## src/rtl/instr_fetch_buffer_if.sv

```systemverilog
// -----------------------------------------------------------------------------
// instr_fetch_buffer_if
//
// Purpose: bundles the fetch-side and decode-side handshakes of the
// instruction fetch buffer.
//
// Handshake rule (both sides): a transfer happens on a rising clock edge
// when valid and ready are both high in that cycle. The offering side holds
// its word stable while valid is high and ready is low.
//
// Signals:
//   inValid  - fetch offers an instruction this cycle
//   inReady  - buffer accepts an instruction this cycle
//   inInstr  - fetched instruction word
//   inPc     - fetch address of inInstr
//   outValid - head entry is valid for decode
//   outReady - decode consumes the head entry this cycle
//   outInstr - head instruction word
//   outPc    - head PC
//
// Modports:
//   master - the environment around the buffer (fetch unit + decode stage)
//   slave  - the buffer itself
// -----------------------------------------------------------------------------
interface instr_fetch_buffer_if #(
  parameter int WORD_LENGTH = 24
);
  logic                   inValid;
  logic                   inReady;
  logic [WORD_LENGTH-1:0] inInstr;
  logic [WORD_LENGTH-1:0] inPc;
  logic                   outValid;
  logic                   outReady;
  logic [WORD_LENGTH-1:0] outInstr;
  logic [WORD_LENGTH-1:0] outPc;

  modport master (
    output inValid, inInstr, inPc, outReady,
    input  inReady, outValid, outInstr, outPc
  );

  modport slave (
    input  inValid, inInstr, inPc, outReady,
    output inReady, outValid, outInstr, outPc
  );
endinterface

```

## src/rtl/instr_fetch_buffer.sv

```systemverilog
// -----------------------------------------------------------------------------
// instr_fetch_buffer
//
// Purpose: small instruction FIFO between instruction fetch and decode.
// Each entry holds an instruction word and its fetch PC. The head entry is
// presented to decode combinationally; a flush discards all entries at the
// next rising edge.
//
// Optional feature (macro FETCH_BUF_BYPASS_EN): when the buffer is empty and
// no flush is requested, the incoming word is passed straight through to the
// decode outputs. If decode takes it in the same cycle it is never written.
//
// Ports:
//   clk    - clock, all state updates on the rising edge
//   rst    - asynchronous reset, active high
//   flush  - synchronous discard of all entries
//   bus    - fetch/decode handshakes (instr_fetch_buffer_if.slave)
//   count  - number of stored entries, 0..DEPTH
// -----------------------------------------------------------------------------
module instr_fetch_buffer #(
  parameter int                     WORD_LENGTH = 24,
  parameter int                     DEPTH       = 4,
  parameter logic [WORD_LENGTH-1:0] NOP_INSTR   = '0
) (
  input  logic                     clk,
  input  logic                     rst,
  input  logic                     flush,
  instr_fetch_buffer_if.slave      bus,
  output logic [$clog2(DEPTH):0]   count
);

  localparam int AW = $clog2(DEPTH);
  localparam int PW = AW + 1;

  // Pointers carry one extra MSB so full and empty can be told apart.
  logic [PW-1:0]              rd_ptr_q, rd_ptr_d;
  logic [PW-1:0]              wr_ptr_q, wr_ptr_d;
  logic [2*WORD_LENGTH-1:0]   mem_q [DEPTH];

  logic [AW-1:0]              rd_idx;
  logic [AW-1:0]              wr_idx;
  logic                       empty;
  logic                       full;
  logic                       push;
  logic                       pop;
  logic                       bypass_take;

  logic                       out_valid;
  logic [WORD_LENGTH-1:0]     out_instr;
  logic [WORD_LENGTH-1:0]     out_pc;

  assign rd_idx = rd_ptr_q[AW-1:0];
  assign wr_idx = wr_ptr_q[AW-1:0];
  assign empty  = (rd_ptr_q == wr_ptr_q);
  assign full   = (rd_idx == wr_idx) && (rd_ptr_q[AW] != wr_ptr_q[AW]);
  assign count  = wr_ptr_q - rd_ptr_q;

  // inReady depends only on stored state, so a full buffer refuses a push
  // even when decode pops in the same cycle.
  assign bus.inReady = !full;

  // Head presentation (and optional pass-through when empty).
  always_comb begin
    out_valid   = !empty;
    out_instr   = NOP_INSTR;
    out_pc      = '0;
    bypass_take = 1'b0;
    if (!empty) begin
      {out_instr, out_pc} = mem_q[rd_idx];
    end
`ifdef FETCH_BUF_BYPASS_EN
    else if (!flush && bus.inValid) begin
      out_valid   = 1'b1;
      out_instr   = bus.inInstr;
      out_pc      = bus.inPc;
      // Decode consumes the word directly; it must not also be stored.
      bypass_take = bus.outReady;
    end
`endif
  end

  assign bus.outValid = out_valid;
  assign bus.outInstr = out_instr;
  assign bus.outPc    = out_pc;

  // Pop only ever removes a stored entry; a bypassed word is never stored.
  assign push = bus.inValid && !full && !bypass_take;
  assign pop  = !empty && bus.outReady;

  always_comb begin
    rd_ptr_d = rd_ptr_q;
    wr_ptr_d = wr_ptr_q;
    if (flush) begin
      // Flush wins over any push/pop in the same cycle.
      rd_ptr_d = '0;
      wr_ptr_d = '0;
    end else begin
      if (push) wr_ptr_d = wr_ptr_q + 1'b1;
      if (pop)  rd_ptr_d = rd_ptr_q + 1'b1;
    end
  end

  always_ff @(posedge clk or posedge rst) begin
    if (rst) begin
      rd_ptr_q <= '0;
      wr_ptr_q <= '0;
    end else begin
      rd_ptr_q <= rd_ptr_d;
      wr_ptr_q <= wr_ptr_d;
    end
  end

  // Storage needs no reset: contents are only observed through valid pointers.
  always_ff @(posedge clk) begin
    if (push && !flush) begin
      mem_q[wr_idx] <= {bus.inInstr, bus.inPc};
    end
  end

endmodule
```

## src/flat_wrapper.sv

```systemverilog
// flat-port wrapper written by rule: the top's interface ports become plain ports
module instr_fetch_buffer_flat 
#(
  parameter int                     WORD_LENGTH = 24,
  parameter int                     DEPTH       = 4,
  parameter logic [WORD_LENGTH-1:0] NOP_INSTR   = '0
)
  (clk, rst, flush, count, bus_inValid, bus_inInstr, bus_inPc, bus_outReady, bus_inReady, bus_outValid, bus_outInstr, bus_outPc);
  instr_fetch_buffer_if #(.WORD_LENGTH(WORD_LENGTH)) bus_i ();
  input  logic clk;
  input  logic rst;
  input  logic flush;
  output logic [$clog2(DEPTH):0] count;
  input wire logic [$bits(bus_i.inValid)-1:0] bus_inValid;
  input wire logic [$bits(bus_i.inInstr)-1:0] bus_inInstr;
  input wire logic [$bits(bus_i.inPc)-1:0] bus_inPc;
  input wire logic [$bits(bus_i.outReady)-1:0] bus_outReady;
  output wire logic [$bits(bus_i.inReady)-1:0] bus_inReady;
  output wire logic [$bits(bus_i.outValid)-1:0] bus_outValid;
  output wire logic [$bits(bus_i.outInstr)-1:0] bus_outInstr;
  output wire logic [$bits(bus_i.outPc)-1:0] bus_outPc;
  assign bus_i.inValid = bus_inValid;
  assign bus_i.inInstr = bus_inInstr;
  assign bus_i.inPc = bus_inPc;
  assign bus_i.outReady = bus_outReady;
  assign bus_inReady = bus_i.inReady;
  assign bus_outValid = bus_i.outValid;
  assign bus_outInstr = bus_i.outInstr;
  assign bus_outPc = bus_i.outPc;
  instr_fetch_buffer #(.WORD_LENGTH(WORD_LENGTH), .DEPTH(DEPTH), .NOP_INSTR(NOP_INSTR)) u_core (.clk(clk), .rst(rst), .flush(flush), .bus(bus_i), .count(count));
endmodule
```

## config.mk

```make
export PLATFORM = sky130hd
export DESIGN_NAME = instr_fetch_buffer_flat
export DESIGN_NICKNAME = d
export VERILOG_FILES = /design/src/rtl/instr_fetch_buffer_if.sv /design/src/rtl/instr_fetch_buffer.sv /design/src/flat_wrapper.sv
export SDC_FILE = /design/constraint.sdc
export NUM_CORES = 1
export LEC_CHECK = 0
export ABC_AREA = 1
export CORE_MARGIN = 2
export CORE_UTILIZATION = 40
export DETAILED_ROUTE_END_ITERATION = 7
export PLACE_DENSITY_LB_ADDON = 0.15
export SLEW_MARGIN = 20
export SYNTH_ARGS = -nofsm -noshare
export SYNTH_HDL_FRONTEND = slang
export SYNTH_SLANG_ARGS = --single-unit
```

## constraint.sdc

```tcl
create_clock -name clk -period 9.3 [get_ports clk]
set_clock_uncertainty 0.05 [all_clocks]
set_input_delay 0.93 -clock clk [delete_from_list [all_inputs] [get_ports clk]]
set_output_delay 0.93 -clock clk [all_outputs]
set_load 0.005 [all_outputs]
```

==> results of run 1 <==
[where the power goes]
group,total [mW],internal (mW),switching [mW]
Sequential,1.02,1.00,0.0158
Combinational,0.417,0.193,0.224
Clock,0.704,0.376,0.328
Total,2.14,1.57,0.567
[cells by family after synthesis]
group / count (synthesis) / share of synthesized area, %
fa+ha+maj: 8 / 1.33
simple gates: 231 / 11.3
compound gates: 144 / 9.86
xor+xnor: 1 / 0.109
buf+inv: 55 / 4.09
flops: 198 / 73.3
[per-stage QoR]
step | hold WS (ns) | worst slack, ns | cell area [um^2] | cells | utilization (%)
2_1_floorplan | 0.474 | 5.32 | 8070 | 637 | -
3_3_place_gp | 0.504 | 5.36 | 9260 | 974 | 47.1
3_5_place_dp | 0.525 | 5.34 | 9260 | 974 | 47.1
4_1_cts | 0.541 | 4.85 | 9830 | 1006 | 50.0
5_1_grt | 0.586 | 4.77 | 9860 | 1007 | 50.2
6_report | 0.528 | 4.98 | 9860 | 1007 | 50.2
[final cells by class]
type | instances | area [um^2] | area share [%]
repair buffers | 111 | 1120 | 11.3
clock buffers | 18 | 429 | 4.35
flip-flops and latches | 198 | 5920 | 60.0
well taps | 265 | 332 | 3.36
multi-input cells | 384 | 1850 | 18.8
inverters | 17 | 68.8 | 0.698
clock inverters | 14 | 143 | 1.45
[registers in the layout (all words and copies together), names as in the netlist]
register and count:
u_core.wr_ptr_q 3, u_core.rd_ptr_q 3, u_core.mem_q 192
[placed cells by master, fill, tap and decap left out]
cell type        instances
nand4_1                  6
inv_6                    5
bufinv_16                1
clkinv_4                 7
inv_4                    2
nor2_4                   4
buf_16                   1
nand2_2                  2
o21ai_0                 73
nand2_1                 16
nor2_1                 194
ha_1                     7
inv_1                   14
a21oi_1                 28
buf_4                    5
nand3_4                  1
clkbuf_16               17
edfxtp_1               192
o21ai_1                 23
dfrtp_1                  4
a21oi_2                 20
nand3_1                  8
clkinvlp_4               1
dfrtp_2                  1
inv_2                    1
clkbuf_1                 1
xor2_1                   1
fa_1                     1
clkdlybuf4s50_1        105
dfrtp_4                  1
[how the worst max path moves through the flow]
stage	start	end	slack, ns	depth (start not counted)
floorplan	u_core.rd_ptr_q[1]$_DFFE_PP0P_	u_core.mem_q[0][0]$_DFFE_PP_	5.32	9
global placement	u_core.rd_ptr_q[0]$_DFFE_PP0P_	bus_outPc[7]	5.36	7
detailed placement	u_core.rd_ptr_q[0]$_DFFE_PP0P_	u_core.mem_q[1][45]$_DFFE_PP_	5.34	7
CTS	u_core.rd_ptr_q[0]$_DFFE_PP0P_	bus_outPc[7]	4.85	7
global route	u_core.rd_ptr_q[1]$_DFFE_PP0P_	bus_outPc[7]	4.77	8
finish	u_core.rd_ptr_q[1]$_DFFE_PP0P_	bus_outPc[23]	4.98	8
[synthesized netlist by cell type, types with 7 or more instances]
cell      instances  area [um^2]
a21oi_2          20          175
o21ai_0          73          365
nor2_1          198          743
nand2_1          16         60.1
clkbuf_1         11         41.3
buf_2            15         75.1
inv_1            14         52.6
ha_1              7         87.6
a21oi_1          28          140
o21ai_1          23          115
nand3_1           8         40.0
edfxtp_1        192         5770
[worst reg2reg max path: stages (launching register included)]
cell and delay, ns:
dfrtp_2 0.41, inv_2 0.76, ha_1 0.40, nand2_1 0.06
inv_1 0.07, nand3_1 0.17, nand3_1 0.34, nor2_4 0.72
buf_4 0.51
[metal layers]
metal	track usage, %	vias up
met3	3.88	18
met4	5.39	0
met1	20.2	2382
met5	0	-
met2	28.5	126
li1	-	2435
==> metrics.cfg, run 1 <==
[worst_hold_path]
min_to=u_core.wr_ptr_q[0]$_DFFE_PP0P_
min_path_type=register to register
hold_depth=2
hp-start=u_core.wr_ptr_q[0]$_DFFE_PP0P_

[grt]
antenna_found_initial=0
grt_pass1_wl_mm=26.7
grt_pass1_vias=5016
grt_overflow_total=0
grt_max_degree=101
grt.total_usage_pct=16.4

[yosys]
synth_nets=698
seq_area_frac_synth_pct=73.3
ys_warn_count=0
yosysUniqueCellTypes=24
ys.flop_type=edfxtp_1
synth_edf_count=192
synth_area_um2=8070
ys_ff_latch=198
synthArstFlopShare_pct=3.03
syn_inst=637
synth.avg_cell_area_um2=12.7

[clocking]
ctsResizeCount=0
clk_latency_ns=0.43
tritoncts=done
ctsRootBufferMaster=clkbuf_16
cts_max_level=4
postCtsSetupBuffers=0
cts_buffer_depth=2
cts_sinks=198
clk_pin_slew_ns=0.07
cts_hold_buf=0
numCtsBuffers=17

[drt]
top_layer=met4
drt.antenna.violating_nets=0
first_pass_iters=4
finalWirelength_mm=17.1
wl_met1_mm=7.45
met2_length_mm=8.59
route.met3.wl_um=771
drtIter0Drc=260
wire_per_inst_um=17.0
drcViolationCount=0
num_vias=4961
viasPerCell=4.93

[die]
core_area_um2=19700
die_h_um=146
die_x_um=146
io_pins=106
num_rows=51
die_area_um2=21300
start_util_pct=41.1

[pwr]
p_leak_nw=3.34
p_per_area_nw_per_um2=217
total_power_mw=2.14
peakVddDrop_mv=0.135

[sta]
setup-tns-final_ns=0
setup_violations=0
worstMarginPinSlew_ns=1.06
fmax_ghz=0.232
min_period_ns=4.32
rsz0062_at_grt=false
period_share_pct=46.4
relSlewSlack_pct=29.3
hold_viol_final=0
slew_viol_final=0

[worst_setup_path]
cp_data_arrival_time_ns=3.34
cp_slowest_cell=inv_2
cp.buffers_inverters=4
critical_path_class=register to output pin
reg2reg_from=u_core.rd_ptr_q[1]$_DFFE_PP0P_
regToRegEndpoint=u_core.mem_q[1][38]$_DFFE_PP_
slowest_delay_ns=0.76
reg2reg_setup_slack_ns=5.46
end_kind=output pin
crit_family=buffers and inverters
path_cells=inv_2 > ha_1 > nand2_1 > inv_1 > nand3_4 > inv_4 > a21oi_1 > clkdlybuf4s50_1
required_ns=8.32
critPathLaunchType=register
cp_max_fo=49
r2r_cells=8

[placement]
globalplace.congestion=0.804
numPortBuffers=105
dp_hpwl_mm=9.31

[layout]
finalNetCount=790
fill_cells=1765
drive_gt1_share_pct=9.30
diodes=0
area_delta_synth_final_pct=22.2

[outcome]
status=finished, final reports clean

[run]
drv_cap=0

No activity file was read; power rests on OpenSTA's default activity.
==> run 2: changes to the inputs <==
==> constraint.sdc (replaced) <==
create_clock -name clk -period 4.1 [get_ports clk]
set_clock_uncertainty 0.05 [all_clocks]
set_input_delay 0.41 -clock clk [delete_from_list [all_inputs] [get_ports clk]]
set_output_delay 0.41 -clock clk [all_outputs]
set_load 0.005 [all_outputs]
==> run 2 against run 1 <==
Effect of this change: power up 130%; largest power group unchanged; die area did not move; core utilization up 0.083 points; final cell count hardly changed; register-to-register slack worse by 4.3 ns; design area increased by 0.16%; critical path depth down 1; sequential share of layout area down 0.099 points.
==> metrics.cfg, run 2 (synthesis gave the netlist of run 1 again) <==
[layout]
drive_gt1_share_pct=8.61  ; was 9.30%
layout_common_cells=nor2_1 (194), edfxtp_1 (192), clkdlybuf4s50_1 (105), o21ai_0 (73), a21oi_1 (28)  ; unchanged
finalNetCount=791  ; was 790
layout_commonest_cell=nor2_1  ; unchanged
area_delta_synth_final_pct=22.4  ; was 22.2%
diodes=0  ; unchanged
fill_cells=1795  ; was 1765
top_register=u_core.mem_q  ; unchanged
top_regs=u_core.mem_q: 192 flops, u_core.rd_ptr_q: 3 flops, u_core.wr_ptr_q: 3 flops  ; unchanged
largest_reg_flops=192  ; unchanged

[pwr]
seqPwrFrac_pct=48.0  ; was 47.6%
p_switching_mw=1.22  ; was 0.567 mW
p_sw_share_pct=25.2  ; was 26.5%
combPwrFrac_pct=19.5  ; about the same
peakVddDrop_mv=0.294  ; was 0.135 mV
internal_power_mw=3.61  ; was 1.57 mW
p_per_area_nw_per_um2=488  ; was 217 nW/um^2
p_leak_nw=3.33  ; was 3.34 nW
p_clk_share_pct=32.6  ; was 32.9%

[die]
num_rows=51  ; unchanged
die_area_um2=21300  ; unchanged
io_pins=106  ; unchanged
die_h_um=146  ; unchanged
core_area_um2=19700  ; unchanged
start_util_pct=41.1  ; unchanged
die_x_um=146  ; unchanged

[worst_setup_path]
cp_data_arrival_time_ns=3.03  ; was 3.34 ns
cp.buffers_inverters=3  ; was 4
reg2reg_from=u_core.rd_ptr_q[0]$_DFFE_PP0P_  ; was u_core.rd_ptr_q[1]$_DFFE_PP0P_
cp_max_fo=48  ; was 49
end_kind=output pin  ; unchanged
critPathLaunchType=register  ; unchanged
cp-startpoint=u_core.rd_ptr_q[0]$_DFFE_PP0P_  ; was u_core.rd_ptr_q[1]$_DFFE_PP0P_
crit_family=buffers and inverters  ; unchanged
slowest_delay_ns=0.68  ; was 0.76 ns
critical_path_class=register to output pin  ; unchanged
path_cells=ha_1 > nand2_1 > inv_1 > nand3_4 > inv_4 > a21oi_1 > clkdlybuf4s50_1  ; was inv_2 > ha_1 > nand2_1 > inv_1 > nand3_4 > inv_4 > a21oi_1 > clkdlybuf4s50_1
cp_slowest_cell=dfrtp_4  ; was inv_2
required_ns=3.64  ; was 8.32 ns

[clocking]
clk_latency_ns=0.42  ; was 0.43 ns
tritoncts=done  ; unchanged
cts_sinks=198  ; unchanged
cts_buffer_depth=2  ; unchanged
postCtsSetupBuffers=0  ; unchanged
ctsRootBufferMaster=clkbuf_16  ; unchanged
ctsResizeCount=0  ; unchanged
cts_max_level=4  ; unchanged
clk_pin_slew_ns=0.06  ; was 0.07 ns
cts_hold_buf=0  ; unchanged
numCtsBuffers=17  ; unchanged

[sta]
slew_viol_final=0  ; unchanged
setup_violations=0  ; unchanged
hold_viol_final=0  ; unchanged
setup-tns-final_ns=0  ; unchanged
period_share_pct=85.1
fmax_ghz=0.287
worstMarginPinSlew_ns=0.879  ; was 1.06 ns
min_period_ns=3.49
rsz0062_at_grt=false  ; unchanged
timing.hold.ws_ns=0.159  ; was 0.528 ns
relSlewSlack_pct=41.4  ; was 29.3%

[drt]
viasPerCell=4.96  ; was 4.93
drcViolationCount=0  ; unchanged
drt.antenna.violating_nets=0  ; unchanged
wire_per_inst_um=16.9  ; was 17.0 um
drtIter0Drc=308  ; was 260
first_pass_iters=6  ; was 4
finalWirelength_mm=17.0  ; was 17.1 mm
num_vias=5004  ; was 4961

[placement]
dp_hpwl_mm=9.55  ; was 9.31 mm
globalplace.congestion=0.713  ; was 0.804
numPortBuffers=105  ; unchanged

[grt]
grt_pass1_vias=5080  ; was 5016
grt_pass1_wl_mm=26.8  ; was 26.7 mm
grt_util_met2_pct=28.1  ; was 28.5%
use_met3_pct=3.50  ; was 3.88%
grt_max_degree=98  ; was 101
grt_overflow_total=0  ; unchanged
grt.total_usage_pct=16.3  ; was 16.4%
met1_usage_pct=20.5  ; was 20.2%
antenna_found_initial=0  ; unchanged
busiest_layer=met2  ; unchanged

[run]
drv_cap=0  ; unchanged

[worst_hold_path]
min_path_type=primary input to async pin  ; was register to register

[outcome]
status=finished, final reports clean  ; unchanged

-- run 2: final timing paths --
| path | cells past startpoint | endpoint | slack [ns] |
|---|---|---|---|
| max | 7 | bus_outPc[5] | 0.61 |
| min | 2 | u_core.wr_ptr_q[0]$_DFFE_PP0P_ | 0.16 |
| max reg2reg | 7 | u_core.mem_q[1][19]$_DFFE_PP_ | 1.19 |
| min reg2reg | 2 | u_core.wr_ptr_q[0]$_DFFE_PP0P_ | 0.53 |
| max in group asynchronous | 2 | u_core.rd_ptr_q[0]$_DFFE_PP0P_ | 3.61 |
| min in group clk | 2 | u_core.wr_ptr_q[0]$_DFFE_PP0P_ | 0.53 |
-- run 2: power by group through the flow --
stage               registers [mW]  logic [mW]  clock network [mW]
floorplan                     2.33       0.541                   0
global placement              2.36       0.943                   0
detailed placement            2.36       0.950                   0
CTS                           2.32       0.956                1.61
global route                  2.32        1.04                1.68
finish                        2.31       0.938                1.57
-- run 2: layer usage --
metal  part of all wire [%]  vias up  wire, um
met5                      0        -         0
met4                    1.1        0       195
met3                    4.5       13       760
met2                     49      113      8370
met1                     45     2449      7710
li1                       -     2429         -
-- run 2: layout make-up --
cell class,count,area [um^2],share of cell area [%]
clock buffer,23,448,4.53
clock inverter,9,103,1.04
inverter,17,68.8,0.697
multi-input combinational,384,1850,18.8
sequential,198,5920,59.9
tap,265,332,3.36
timing repair buffer,112,1150,11.7
-- run 2: metrics by stage --
stage / power [mW] / cell area, um^2 / cells / util (%) / worst slack, ns
after floorplan: 2.88 / 8070 / 637 / - / 0.118
after global placement: 3.30 / 9330 / 976 / 47.5 / 1.06
after detailed placement: 3.31 / 9330 / 976 / 47.5 / 1.05
after CTS: 4.88 / 9880 / 1008 / 50.3 / 0.577
after global routing: 5.05 / 9880 / 1008 / 50.3 / 0.404
final: 4.82 / 9880 / 1008 / 50.3 / 0.611
